<file path="src/rtl/sdram_port_arbiter_if.sv">
// Bundle of the port-side and controller-side access signals seen by the SDRAM port arbiter.
// master drives port requests and controller returns; slave is the arbiter itself.
interface sdram_port_arbiter_if #(
    parameter int NPORTS = 2
);
    logic [NPORTS*32-1:0] port_adr_i;
    logic [NPORTS*16-1:0] port_dat_i;
    logic [NPORTS*2-1:0]  port_sel_i;
    logic [NPORTS-1:0]    port_acc_i;
    logic [NPORTS-1:0]    port_we_i;
    logic [NPORTS-1:0]    port_ack_o;
    logic [31:0]          port_adr_o;
    logic [15:0]          port_dat_o;
    logic [31:0]          ctrl_adr_o;
    logic [15:0]          ctrl_dat_o;
    logic [1:0]           ctrl_sel_o;
    logic                 ctrl_we_o;
    logic                 ctrl_acc_o;
    logic                 ctrl_ack_i;
    logic [31:0]          ctrl_adr_i;
    logic [15:0]          ctrl_dat_i;

    modport master (
        output port_adr_i, port_dat_i, port_sel_i, port_acc_i, port_we_i,
        output ctrl_ack_i, ctrl_adr_i, ctrl_dat_i,
        input  port_ack_o, port_adr_o, port_dat_o,
        input  ctrl_adr_o, ctrl_dat_o, ctrl_sel_o, ctrl_we_o, ctrl_acc_o
    );

    modport slave (
        input  port_adr_i, port_dat_i, port_sel_i, port_acc_i, port_we_i,
        input  ctrl_ack_i, ctrl_adr_i, ctrl_dat_i,
        output port_ack_o, port_adr_o, port_dat_o,
        output ctrl_adr_o, ctrl_dat_o, ctrl_sel_o, ctrl_we_o, ctrl_acc_o
    );
endinterface

</file>
<file path="src/rtl/sdram_port_arbiter.sv">
// Round-robin arbiter multiplexing NPORTS port access interfaces onto one SDRAM controller.
// Grant is held across a whole port transaction, including the short acc gap of a two-burst refill.
module sdram_port_arbiter #(
    parameter int NPORTS        = 2,
    parameter int LINGER_CYCLES = 8
) (
    input  logic                 sdram_clk,
    input  logic                 sdram_rst,
    sdram_port_arbiter_if.slave  bus
);
    localparam int OW = (NPORTS > 1) ? $clog2(NPORTS) : 1;
    localparam int CW = $clog2(LINGER_CYCLES + 1);

    typedef enum logic [1:0] {
        ST_IDLE   = 2'd0,
        ST_GRANT  = 2'd1,
        ST_LINGER = 2'd2
    } state_t;

    state_t         state_r;
    state_t         state_s;
    logic [OW-1:0]  owner_r;
    logic [OW-1:0]  owner_s;
    logic [OW-1:0]  rr_ptr_r;
    logic [OW-1:0]  rr_ptr_s;
    logic [CW-1:0]  linger_cnt_r;
    logic [CW-1:0]  linger_cnt_s;
    logic [OW-1:0]  pick_s;
    logic [OW-1:0]  next_rr_s;
    logic           own_acc_s;

    logic [NPORTS-1:0] ack_s;
    logic [31:0]       adr_s;
    logic [15:0]       dat_s;
    logic [1:0]        sel_s;
    logic              we_s;
    logic              acc_s;

    function automatic int wrap_idx(input int a);
        return (a >= NPORTS) ? (a - NPORTS) : a;
    endfunction

    // Search downward so the requester closest to rr_ptr is the last (winning) assignment.
    always_comb begin
        pick_s = {OW{1'b0}};
        for (int i = NPORTS - 1; i >= 0; i--) begin
            pick_s = bus.port_acc_i[wrap_idx(int'(rr_ptr_r) + i)] ?
                     OW'(wrap_idx(int'(rr_ptr_r) + i)) : pick_s;
        end
    end

    assign own_acc_s = bus.port_acc_i[owner_r];
    assign next_rr_s = (int'(owner_r) >= NPORTS - 1) ? {OW{1'b0}} : (owner_r + {{(OW-1){1'b0}}, 1'b1});

    // Next-state logic for the grant FSM.
    always_comb begin
        state_s      = state_r;
        owner_s      = owner_r;
        rr_ptr_s     = rr_ptr_r;
        linger_cnt_s = linger_cnt_r;
        case (state_r)
            ST_IDLE: begin
                if (|bus.port_acc_i) begin
                    owner_s = pick_s;
                    state_s = ST_GRANT;
                end else begin
                    state_s = ST_IDLE;
                end
            end
            ST_GRANT: begin
                if (!own_acc_s) begin
                    state_s      = ST_LINGER;
                    linger_cnt_s = CW'(LINGER_CYCLES - 1);
                end else begin
                    state_s = ST_GRANT;
                end
            end
            ST_LINGER: begin
                if (own_acc_s) begin
                    state_s = ST_GRANT;
                end else if (linger_cnt_r == {CW{1'b0}}) begin
                    state_s  = ST_IDLE;
                    rr_ptr_s = next_rr_s;
                end else begin
                    linger_cnt_s = linger_cnt_r - {{(CW-1){1'b0}}, 1'b1};
                end
            end
            default: begin
                state_s = ST_IDLE;
            end
        endcase
    end

    // Grant FSM state, owner, round-robin pointer and linger counter.
    always_ff @(posedge sdram_clk) begin
        if (sdram_rst) begin
            state_r      <= ST_IDLE;
            owner_r      <= {OW{1'b0}};
            rr_ptr_r     <= {OW{1'b0}};
            linger_cnt_r <= {CW{1'b0}};
        end else begin
            state_r      <= state_s;
            owner_r      <= owner_s;
            rr_ptr_r     <= rr_ptr_s;
            linger_cnt_r <= linger_cnt_s;
        end
    end

    // Owner request pass-through; ack steered to the owner only. Reset kills acc immediately.
    always_comb begin
        ack_s = {NPORTS{1'b0}};
        adr_s = 32'h0000_0000;
        dat_s = 16'h0000;
        sel_s = 2'b00;
        we_s  = 1'b0;
        acc_s = 1'b0;
        if (state_r != ST_IDLE) begin
            adr_s          = bus.port_adr_i[int'(owner_r)*32 +: 32];
            dat_s          = bus.port_dat_i[int'(owner_r)*16 +: 16];
            sel_s          = bus.port_sel_i[int'(owner_r)*2 +: 2];
            we_s           = bus.port_we_i[owner_r];
            acc_s          = own_acc_s & ~sdram_rst;
            ack_s[owner_r] = bus.ctrl_ack_i;
        end else begin
            acc_s = 1'b0;
        end
    end

    assign bus.port_ack_o = ack_s;
    assign bus.ctrl_adr_o = adr_s;
    assign bus.ctrl_dat_o = dat_s;
    assign bus.ctrl_sel_o = sel_s;
    assign bus.ctrl_we_o  = we_s;
    assign bus.ctrl_acc_o = acc_s;
    assign bus.port_adr_o = bus.ctrl_adr_i;
    assign bus.port_dat_o = bus.ctrl_dat_i;

endmodule
</file>
<file path="src/flat_wrapper.sv">
// flat-port wrapper written by rule: the top's interface ports become plain ports
module sdram_port_arbiter_flat 
#(
    parameter int NPORTS        = 2,
    parameter int LINGER_CYCLES = 8
)
  (sdram_clk, sdram_rst, bus_port_adr_i, bus_port_dat_i, bus_port_sel_i, bus_port_acc_i, bus_port_we_i, bus_ctrl_ack_i, bus_ctrl_adr_i, bus_ctrl_dat_i, bus_port_ack_o, bus_port_adr_o, bus_port_dat_o, bus_ctrl_adr_o, bus_ctrl_dat_o, bus_ctrl_sel_o, bus_ctrl_we_o, bus_ctrl_acc_o);
  sdram_port_arbiter_if #(.NPORTS(NPORTS)) bus_i ();
  input  logic sdram_clk;
  input  logic sdram_rst;
  input wire logic [$bits(bus_i.port_adr_i)-1:0] bus_port_adr_i;
  input wire logic [$bits(bus_i.port_dat_i)-1:0] bus_port_dat_i;
  input wire logic [$bits(bus_i.port_sel_i)-1:0] bus_port_sel_i;
  input wire logic [$bits(bus_i.port_acc_i)-1:0] bus_port_acc_i;
  input wire logic [$bits(bus_i.port_we_i)-1:0] bus_port_we_i;
  input wire logic [$bits(bus_i.ctrl_ack_i)-1:0] bus_ctrl_ack_i;
  input wire logic [$bits(bus_i.ctrl_adr_i)-1:0] bus_ctrl_adr_i;
  input wire logic [$bits(bus_i.ctrl_dat_i)-1:0] bus_ctrl_dat_i;
  output wire logic [$bits(bus_i.port_ack_o)-1:0] bus_port_ack_o;
  output wire logic [$bits(bus_i.port_adr_o)-1:0] bus_port_adr_o;
  output wire logic [$bits(bus_i.port_dat_o)-1:0] bus_port_dat_o;
  output wire logic [$bits(bus_i.ctrl_adr_o)-1:0] bus_ctrl_adr_o;
  output wire logic [$bits(bus_i.ctrl_dat_o)-1:0] bus_ctrl_dat_o;
  output wire logic [$bits(bus_i.ctrl_sel_o)-1:0] bus_ctrl_sel_o;
  output wire logic [$bits(bus_i.ctrl_we_o)-1:0] bus_ctrl_we_o;
  output wire logic [$bits(bus_i.ctrl_acc_o)-1:0] bus_ctrl_acc_o;
  assign bus_i.port_adr_i = bus_port_adr_i;
  assign bus_i.port_dat_i = bus_port_dat_i;
  assign bus_i.port_sel_i = bus_port_sel_i;
  assign bus_i.port_acc_i = bus_port_acc_i;
  assign bus_i.port_we_i = bus_port_we_i;
  assign bus_i.ctrl_ack_i = bus_ctrl_ack_i;
  assign bus_i.ctrl_adr_i = bus_ctrl_adr_i;
  assign bus_i.ctrl_dat_i = bus_ctrl_dat_i;
  assign bus_port_ack_o = bus_i.port_ack_o;
  assign bus_port_adr_o = bus_i.port_adr_o;
  assign bus_port_dat_o = bus_i.port_dat_o;
  assign bus_ctrl_adr_o = bus_i.ctrl_adr_o;
  assign bus_ctrl_dat_o = bus_i.ctrl_dat_o;
  assign bus_ctrl_sel_o = bus_i.ctrl_sel_o;
  assign bus_ctrl_we_o = bus_i.ctrl_we_o;
  assign bus_ctrl_acc_o = bus_i.ctrl_acc_o;
  sdram_port_arbiter #(.NPORTS(NPORTS), .LINGER_CYCLES(LINGER_CYCLES)) u_core (.sdram_clk(sdram_clk), .sdram_rst(sdram_rst), .bus(bus_i));
endmodule
</file>
<file path="config.mk">
export PLATFORM = sky130hd
export DESIGN_NAME = sdram_port_arbiter_flat
export DESIGN_NICKNAME = d
export VERILOG_FILES = /design/src/rtl/sdram_port_arbiter_if.sv /design/src/rtl/sdram_port_arbiter.sv /design/src/flat_wrapper.sv
export SDC_FILE = /design/constraint.sdc
export NUM_CORES = 1
export LEC_CHECK = 0
export BUFFER_PORTS_ARGS = -buffer_cell sky130_fd_sc_hd__buf_2
export CORE_AREA = 2 2 100 102
export CTS_CLUSTER_DIAMETER = 120
export DETAILED_ROUTE_END_ITERATION = 6
export DIE_AREA = 0 0 102 104
export GPL_ROUTABILITY_DRIVEN = 0
export PLACE_DENSITY = 0.55
export SLEW_MARGIN = 10
export SYNTH_ARGS = -nofsm -noshare
export SYNTH_HDL_FRONTEND = slang
export SYNTH_SLANG_ARGS = --single-unit
export TNS_END_PERCENT = 1
</file>
<file path="constraint.sdc">
create_clock -name sdram_clk -period 3.3 [get_ports sdram_clk]
set_input_delay 0.66 -clock sdram_clk [delete_from_list [all_inputs] [get_ports sdram_clk]]
set_output_delay 0.66 -clock sdram_clk [all_outputs]
set_load 0.01 [all_outputs]
</file>
==> results.cfg, run 1 <==
[timing]
layout_setup_ws_ns = 0.8969
setup_tns_ns = 0
max_freq_mhz = 416.1
hold_viol = 0
worst_slew_pin_slew_ns = 0.5409
slew_headroom = 0.6323
post-route-period-util = 0.7282
slew_viol_final = 0
grt_setup_unrepaired = false
final.min_clock_period_ns = 2.403
skew_ns = 0.002670
setup_viol = 0

[run]
maxCapViolCount = 0

[synth]
synth.distinct_cells = 31
ys.flop_type = dfxtp_1
yosys-top-cells-area = mux2i_1, buf_4, nor2_1, dfxtp_1, buf_2
synth-seq-cells = 8
syn_area_per_cell_um2 = 7.449
syn-cell-area_um2 = 1609
synth_edf_count = 0
synth_common_cells = nor2_1, buf_4, mux2i_1
yosys.area.top_type_share = 0.3173
synthCells = 216
synth_nets = 372
synth_top_area_cell = mux2i_1
ys_seq_area_frac = 0.09953
synthArstFlopShare = 0
yosysMostFrequentCell = nor2_1
yosysWarnings = 0

[cts]
cts_tree = yes
tritoncts.num_buffers = 3
cts_resized = 0
cts_root_buf = clkbuf_8
holdBufCountCts = 0
worstSkewPairLatency_ns = 0.23
htreeDepth = 1
clk_pin_slew_ns = 0.04
cts.sinks = 8
post-cts-setup-buffers = 0
cts_buffer_depth = 2

[route]
route.vias.total = 1892
wl_um = 5305
final_antenna_net_count = 0
via_per_inst = 4.158
dr.pass1.iters = 4
wl_per_cell_um = 11.66
drc = 0
drtIter0Drc = 107

[floorplanning]
dieHeight_um = 104
dieArea_um2 = 10610
core_region_area_um2 = 9549
core.rowCount = 36
pin_count = 257
start_util = 0.1685
die_w_um = 102

[grt]
grtUsageMet1 = 0.07958
grt_usage = 0.08848
grt.met3_usage = 0.01546
grt_max_degree = 32
grt-ovfl-total = 0
antenna_found_initial = 0
grt_busiest_layer = met2
grt_pass1_wl_um = 7576
grt_pass1_vias = 1742
gr-usage-met2 = 0.1739

[critical_path]
end_kind = output port
start_kind = register
arrival_ns = 1.74
worstPathMaxFanout = 31
critPathKind = reg2out
reg2regPathDepth = 3
worstPathRequired_ns = 2.64

[hold_path]
hold_path.class = reg2reg
hold_depth = 2

[cells_and_area]
antenna_cells = 0
drive_above_1_share = 0.5404
area_growth_pct = 38.18
nNetsFinal = 479

[placed_design]
dp_slack_ns = 1.118
numPortBuffers = 160
dp_hpwl_um = 4388

[pwr]
p_leak_nw = 1.129
irDropWorstVdd_mv = 0.09824
p_per_area_nw_per_um2 = 258.8

[outcome]
status = finished, final reports clean
-- critical path: stages (launching register included) --
cell     delay, ns
dfxtp_4       0.66
buf_4         0.39
mux2i_1       0.23
nor2_1        0.05
buf_2         0.14
-- worst paths after layout --
kind / start / to / slack [ns]
setup / recovery: u_core.owner_r / bus_ctrl_dat_o[1] / 0.90
hold / removal: u_core.linger_cnt_r[2] / u_core.linger_cnt_r[2] / 0.51
setup reg to reg: u_core.owner_r / u_core.linger_cnt_r[0] / 1.62
hold reg to reg: u_core.linger_cnt_r[2] / u_core.linger_cnt_r[2] / 0.51
-- cell usage in the layout (no fill, tap or decap), drive strengths merged --
cell    synthesis  layout
a211oi          1       1
nor4b           1       1
and3            1       1
nor3            3       3
and4            1       1
nor2           53      53
clkbuf          1       4
xnor2           1       1
nor3b           2       2
inv             4       4
o21a            1       1
nand4           1       1
a41o            2       2
and4b           1       1
or3b            1       1
o211ai          2       2
ha              1       1
nor4            1       1
o311ai          1       1
a31oi           2       2
mux2            1       1
a21oi           4       4
buf            61     164
a41oi           1       1
dfxtp           8       8
mux2i          52      52
or2             1       1
o21ai           4       4
nor2b           3       3
-- flip-flops by register name, summed over array words and instances (netlist names) --
name,cells
u_core.linger_cnt_r,4
u_core.owner_r,1
u_core.state_r,2
u_core.rr_ptr_r,1
-- layout make-up --
type | count | area (um2)
inverter | 4 | 15.01
multi-input combinational | 142 | 1002
fill | 1079 | 7326
sequential | 8 | 163.9
timing repair buffer | 164 | 830.8
tap | 133 | 166.4
clock buffer | 4 | 45.04
-- metal layers --
metal | share of wire | vias to the layer above
met2 | 0.51 | 128
met1 | 0.34 | 840
li1 | - | 897
met5 | 0 | -
met3 | 0.10 | 27
met4 | 0.046 | 0
-- kinds of logic after synthesis --
| family | synth area share |
|---|---|
| mux | 0.3328 |
| xor+xnor | 0.005444 |
| flops | 0.09953 |
| fa+ha+maj | 0.007775 |
| simple gates | 0.1975 |
| compound gates | 0.07465 |
| buf+inv | 0.2823 |
-- report_power, final --
part	internal [mW]	total, mW	switching, mW
combinational	0.162	0.322	0.161
sequential	0.104	0.126	0.0222
clock	0.0841	0.127	0.0430
-- per-stage QoR --
step	area, um2	cells	utilization	hold WS (ns)	power, mW
detailed placement	2178	451	0.2281	0.5007	0.4543
floorplan	1609	216	-	0.4680	0.3662
finish	2223	455	0.2328	0.5118	0.5755
CTS	2223	455	0.2328	0.5073	0.5850
global route	2223	455	0.2328	0.5476	0.6228
global placement	2178	451	0.2281	0.4958	0.4477
Note: power is estimated with default switching activity, not from simulation.
==> run 2: changes to the inputs <==
Settings changed: PLACE_DENSITY 0.55 to 0.57.
Clock period 3.3 ns to 2 ns, I/O delays scaled along.
==> run 2 against run 1 <==
Effect of this change: non-clock buffer count increased by 1; sequential share of layout area fell by 0.11 points; first-iteration DRC count down 29%; global-route usage fell by 0.13 points; highest routed layer unchanged.
==> results.cfg, run 2 (synthesis gave the netlist of run 1 again) <==
[pwr]
p_leak_nw = 1.140
p_per_area_nw_per_um2 = 425.4
p_int_mw = 0.5855
swShare = 0.3899
clockPowerShare = 0.219
irDropWorstVdd_mv = 0.1650
switching_power_mw = 0.3742
seq_power_share = 0.201
share_comb_of_total_power = 0.580

[grt]
grt-ovfl-total = 0
grt_usage = 0.08713
grt_max_degree = 34
antenna_found_initial = 0
grt_pass1_wl_um = 7507
grt_pass1_vias = 1592

[critical_path]
arrival_ns = 1.45
critPathMaxStageDelay_ns = 0.41
r2r-end = u_core.linger_cnt_r[0]
crit_start = u_core.state_r[1]
worstReg2RegStart = u_core.linger_cnt_r[0]
start_kind = register
critPathKind = reg2out
path_cells = nor2_4 -> buf_4 -> nor2_1 -> buf_2
end_kind = output port
regToRegSetupSlack_ns = 0.40
worstPathMaxFanout = 27
cpMaxStageDelayCell = dfxtp_1
reg2regPathDepth = 5
worstPathRequired_ns = 1.60

[route]
route.vias.total = 1853
drc = 0
final_antenna_net_count = 0
drtIter0Drc = 76
wl_um = 5334
dr.pass1.iters = 4
via_per_inst = 4.064
wl_per_cell_um = 11.70

[hold_path]
hp-start = sdram_rst
min_to = u_core.linger_cnt_r[3]
hold_path.class = in2reg
hold_depth = 2

[cells_and_area]
antenna_cells = 0
largest_register = u_core.linger_cnt_r
area_growth_pct = 40.20
instances_no_fill = 456
largest_reg_flops = 4
drive_above_1_share = 0.5418
final_cell_area_um2 = 2256
final_cell_mix = buf_2, nor2_1, mux2i_1
reg_top3 = u_core.linger_cnt_r: 4 flops, u_core.state_r: 2 flops
final_common_cell = buf_2
nNetsFinal = 480

[cts]
holdBufCountCts = 0
cts_buffer_depth = 2
cts_resized = 0
cts.sinks = 8
worstSkewPairLatency_ns = 0.23
post-cts-setup-buffers = 0
htreeDepth = 1
cts_root_buf = clkbuf_8
clk_pin_slew_ns = 0.04
cts_tree = yes
tritoncts.num_buffers = 3

[timing]
hold_viol = 0
final.min_clock_period_ns = 1.850
setup_tns_ns = 0
max_freq_mhz = 540.5
setup_viol = 0
grt_setup_unrepaired = false
worst_slew_pin_slew_ns = 0.4798
slew_viol_final = 0
slew_headroom = 0.6795
post-route-period-util = 0.9250
skew_ns = 0.004040

[floorplanning]
start_util = 0.1685
pin_count = 257
dieHeight_um = 104
core_region_area_um2 = 9549
die_w_um = 102
core.rowCount = 36
dieArea_um2 = 10610

[outcome]
status = finished, final reports clean

[placed_design]
dp_hpwl_um = 4562
dp_cells = 452
placed_area_um2 = 2211
numPortBuffers = 160

[run]
maxCapViolCount = 0
-- run 2: per-stage QoR --
step                      hold WS, ns  power, mW  worst slack, ns  utilization
final                          0.4680     0.9597           0.1500       0.2362
after global routing           0.4862      1.036          0.05382       0.2362
after CTS                      0.4671     0.9755           0.1385       0.2362
after detailed placement       0.4968     0.7582           0.4059       0.2315
after global placement         0.4927     0.7471           0.4065       0.2315
after floorplan                0.4680     0.6043           0.4983            -
-- run 2: power groups by stage --
stage / sequential (mW) / clock [mW] / combinational, mW
after floorplan: 0.182 / 0 / 0.423
after detailed placement: 0.195 / 0 / 0.563
final: 0.193 / 0.210 / 0.557
after global routing: 0.195 / 0.224 / 0.617
after global placement: 0.194 / 0 / 0.553
after CTS: 0.192 / 0.218 / 0.565
-- run 2: worst max path at each step --
stage,cells after the start,to
5_1_grt,4,bus_ctrl_adr_o[3]
3_5_place_dp,4,bus_ctrl_adr_o[20]
2_1_floorplan,4,bus_ctrl_adr_o[23]
6_report,4,bus_ctrl_adr_o[3]
3_3_place_gp,4,bus_ctrl_acc_o
4_1_cts,4,bus_ctrl_adr_o[20]
-- run 2: worst max-delay path: cells and delay by family (launching register included) --
family | cells | cell delay [ns]
buffers and inverters | 2 | 0.46
DFF | 1 | 0.41
and+or+nand+nor | 2 | 0.33
-- run 2: area by class of cell --
class | count | area, um2
Timing Repair Buffer | 165 | 863.3
Clock buffer | 4 | 45.04
Sequential cell | 8 | 163.9
Tap cell | 133 | 166.4
Inverter | 4 | 15.01
Fill cell | 1093 | 7293
Multi-Input combinational cell | 142 | 1002
-- run 2: routing by layer --
metal,track usage,vias up,part of all wire
li1,-,900,-
met1,0.09590,797,0.37
met2,0.1555,131,0.47
met3,0.01546,25,0.12
met4,0.04571,0,0.042
met5,0,-,0
==> run 3: changes to the inputs <==
Clock period 2 ns to 1.54 ns, I/O delays scaled along.
==> run 3 against run 2 <==
Effect of this change: core utilization grew 2.2 points; highest routed layer unchanged; largest cell class unchanged; critical path depth up 1; largest power group unchanged; sequential share of layout area fell by 0.57 points; die area unchanged; the flow now finishes with violations (setup timing); via count is 3.5% higher; count of clock-buffer cells in the layout stayed put; clock power increased by 34%; final cell count increased by 2.0%.
==> results.cfg, run 3 (synthesis gave the netlist of run 1 again) <==
[outcome]
status = complete, but fails checks
violations = setup timing

[pwr]
seq_power_share = 0.177
p_int_mw = 0.8347
clockPowerShare = 0.207
switching_power_mw = 0.5228
p_leak_nw = 1.227
swShare = 0.3851
p_per_area_nw_per_um2 = 550.4
share_comb_of_total_power = 0.617
power.total_mw = 1.357
irDropWorstVdd_mv = 0.1558

[critical_path]
arrival_ns = 1.33
worstPathMaxFanout = 6
critPathKind = reg2out
path_cells = buf_12 -> buf_12 -> mux2i_4 -> nor2_2 -> buf_2
r2r-end = u_core.linger_cnt_r[0]
critPathMaxStageDelay_ns = 0.35
start_kind = register
worstReg2RegStart = u_core.linger_cnt_r[0]
reg2regPathDepth = 5
cpMaxStageDelayCell = dfxtp_4
worstPathRequired_ns = 1.23
regToRegSetupSlack_ns = 0.03
critPathMostFrequentCell = buf_12
end_kind = output port

[hold_path]
min_to = u_core.owner_r
hp-start = sdram_rst
hold_depth = 2
hold_path.class = in2reg

[placed_design]
dp_hpwl_um = 4391
dp_slack_ns = 0.03193
dp_cells = 455
numPortBuffers = 160

[floorplanning]
start_util = 0.1685
pin_count = 257
die_w_um = 102
core.rowCount = 36
dieArea_um2 = 10610
dieHeight_um = 104
core_region_area_um2 = 9549

[run]
maxCapViolCount = 0

[cells_and_area]
fillers = 1041
antenna_cells = 0
largest_reg_flops = 4
instances_no_fill = 465
post-route-util = 0.2583
largest_register = u_core.linger_cnt_r
area_growth_pct = 53.27
drive_above_1_share = 0.5753
final_cell_mix = buf_2, nor2_1, mux2i_1
reg_top3 = u_core.linger_cnt_r: 4 flops, u_core.state_r: 2 flops
final_common_cell = buf_2
seqCellArea_um2 = 165.2
nNetsFinal = 489
multi_input_area_um2 = 1041

[grt]
gr-usage-met2 = 0.1551
grt_pass1_wl_um = 7638
grt_pass1_vias = 1629
grt_busiest_layer = met2
antenna_found_initial = 0
grt.met3_usage = 0.01882
grt-ovfl-total = 0
grt_max_degree = 55
grt_usage = 0.08825
grtUsageMet1 = 0.09597

[cts]
cts_root_buf = clkbuf_8
holdBufCountCts = 0
cts_tree = yes
clk_pin_slew_ns = 0.05
cts_buffer_depth = 2
tritoncts.num_buffers = 3
cts.sinks = 8
htreeDepth = 1
worstSkewPairLatency_ns = 0.24

[timing]
hold_viol = 0
skew_ns = 0.003087
slew_headroom = 0.7947
setup_viol = 53
worst_slew_pin_slew_ns = 0.3040
final.min_clock_period_ns = 1.640
grt_setup_unrepaired = true
holdWs_ns = 0.3593
max_freq_mhz = 609.9
post-route-period-util = 1.065
layout_setup_ws_ns = -0.09960
slew_viol_final = 0

[route]
final_antenna_net_count = 0
drtIter0Drc = 76
wl_per_cell_um = 12.89
drc = 0
route.vias.total = 1918
via_per_inst = 4.125
dr.pass1.iters = 4
wl_um = 5995
run 3: cell count changes in the layout (fill, tap and decap cells not counted), moves of 2 or more:
| cell | before | now |
|---|---|---|
| clkbuf_16 | 0 | 4 |
| mux2i_1 | 51 | 48 |
| buf_4 | 3 | 6 |
| mux2i_4 | 0 | 2 |
run 3: worst max path at each step:
stage / start / to / slack (ns) / cells past startpoint
global route: u_core.owner_r / bus_ctrl_adr_o[25] / -0.16 / 5
finish: u_core.owner_r / bus_ctrl_sel_o[1] / -0.1 / 5
floorplan: u_core.linger_cnt_r[0] / u_core.linger_cnt_r[0] / 0.08 / 5
detailed placement: u_core.linger_cnt_r[0] / u_core.linger_cnt_r[0] / 0.03 / 5
CTS: u_core.owner_r / bus_ctrl_adr_o[9] / -0.12 / 4
global placement: u_core.linger_cnt_r[1] / u_core.linger_cnt_r[0] / 0.09 / 5
run 3: cell type report:
type | instances | share of cell area
multi-input combinational | 142 | 0.4221
timing repair buffer | 174 | 0.4191
tap | 133 | 0.06748
sequential | 8 | 0.06697
clock buffer | 4 | 0.01826
inverter | 4 | 0.006088
run 3: power groups by stage:
| stage | Sequential, mW | Clock, mW | Combinational, mW |
|---|---|---|---|
| final | 0.240 | 0.281 | 0.837 |
| after global routing | 0.241 | 0.296 | 0.919 |
| after global placement | 0.244 | 0 | 0.750 |
| after CTS | 0.242 | 0.282 | 0.770 |
| after floorplan | 0.236 | 0 | 0.549 |
| after detailed placement | 0.245 | 0 | 0.763 |
run 3: layer usage:
metal,part of all wire,wire length [um]
met2,0.48,2890
met3,0.10,616
met5,0,0
met4,0.037,223
met1,0.38,2263
run 3: repair_timing:
action	in CTS	in global routing
setup buffers	0	2
gates cloned	0	4
resized for setup	2	10
setup endpoints to repair	54	58
pin swaps	0	3
run 3: worst max-delay path: cells and delay by family, from the launching register on:
| kind | cells | cell delay [ns] |
|---|---|---|
| buffers and inverters | 3 | 0.43 |
| DFF | 1 | 0.35 |
| and+or+nand+nor | 1 | 0.12 |
| muxes | 1 | 0.18 |
run 3: stage by stage:
| stage | TNS, ns | instance area (um2) |
|---|---|---|
| floorplan | 0 | 1609 |
| global placement | 0 | 2246 |
| detailed placement | 0 | 2246 |
| CTS | -2.703 | 2295 |
| global route | -7.099 | 2466 |
| finish | -3.100 | 2466 |
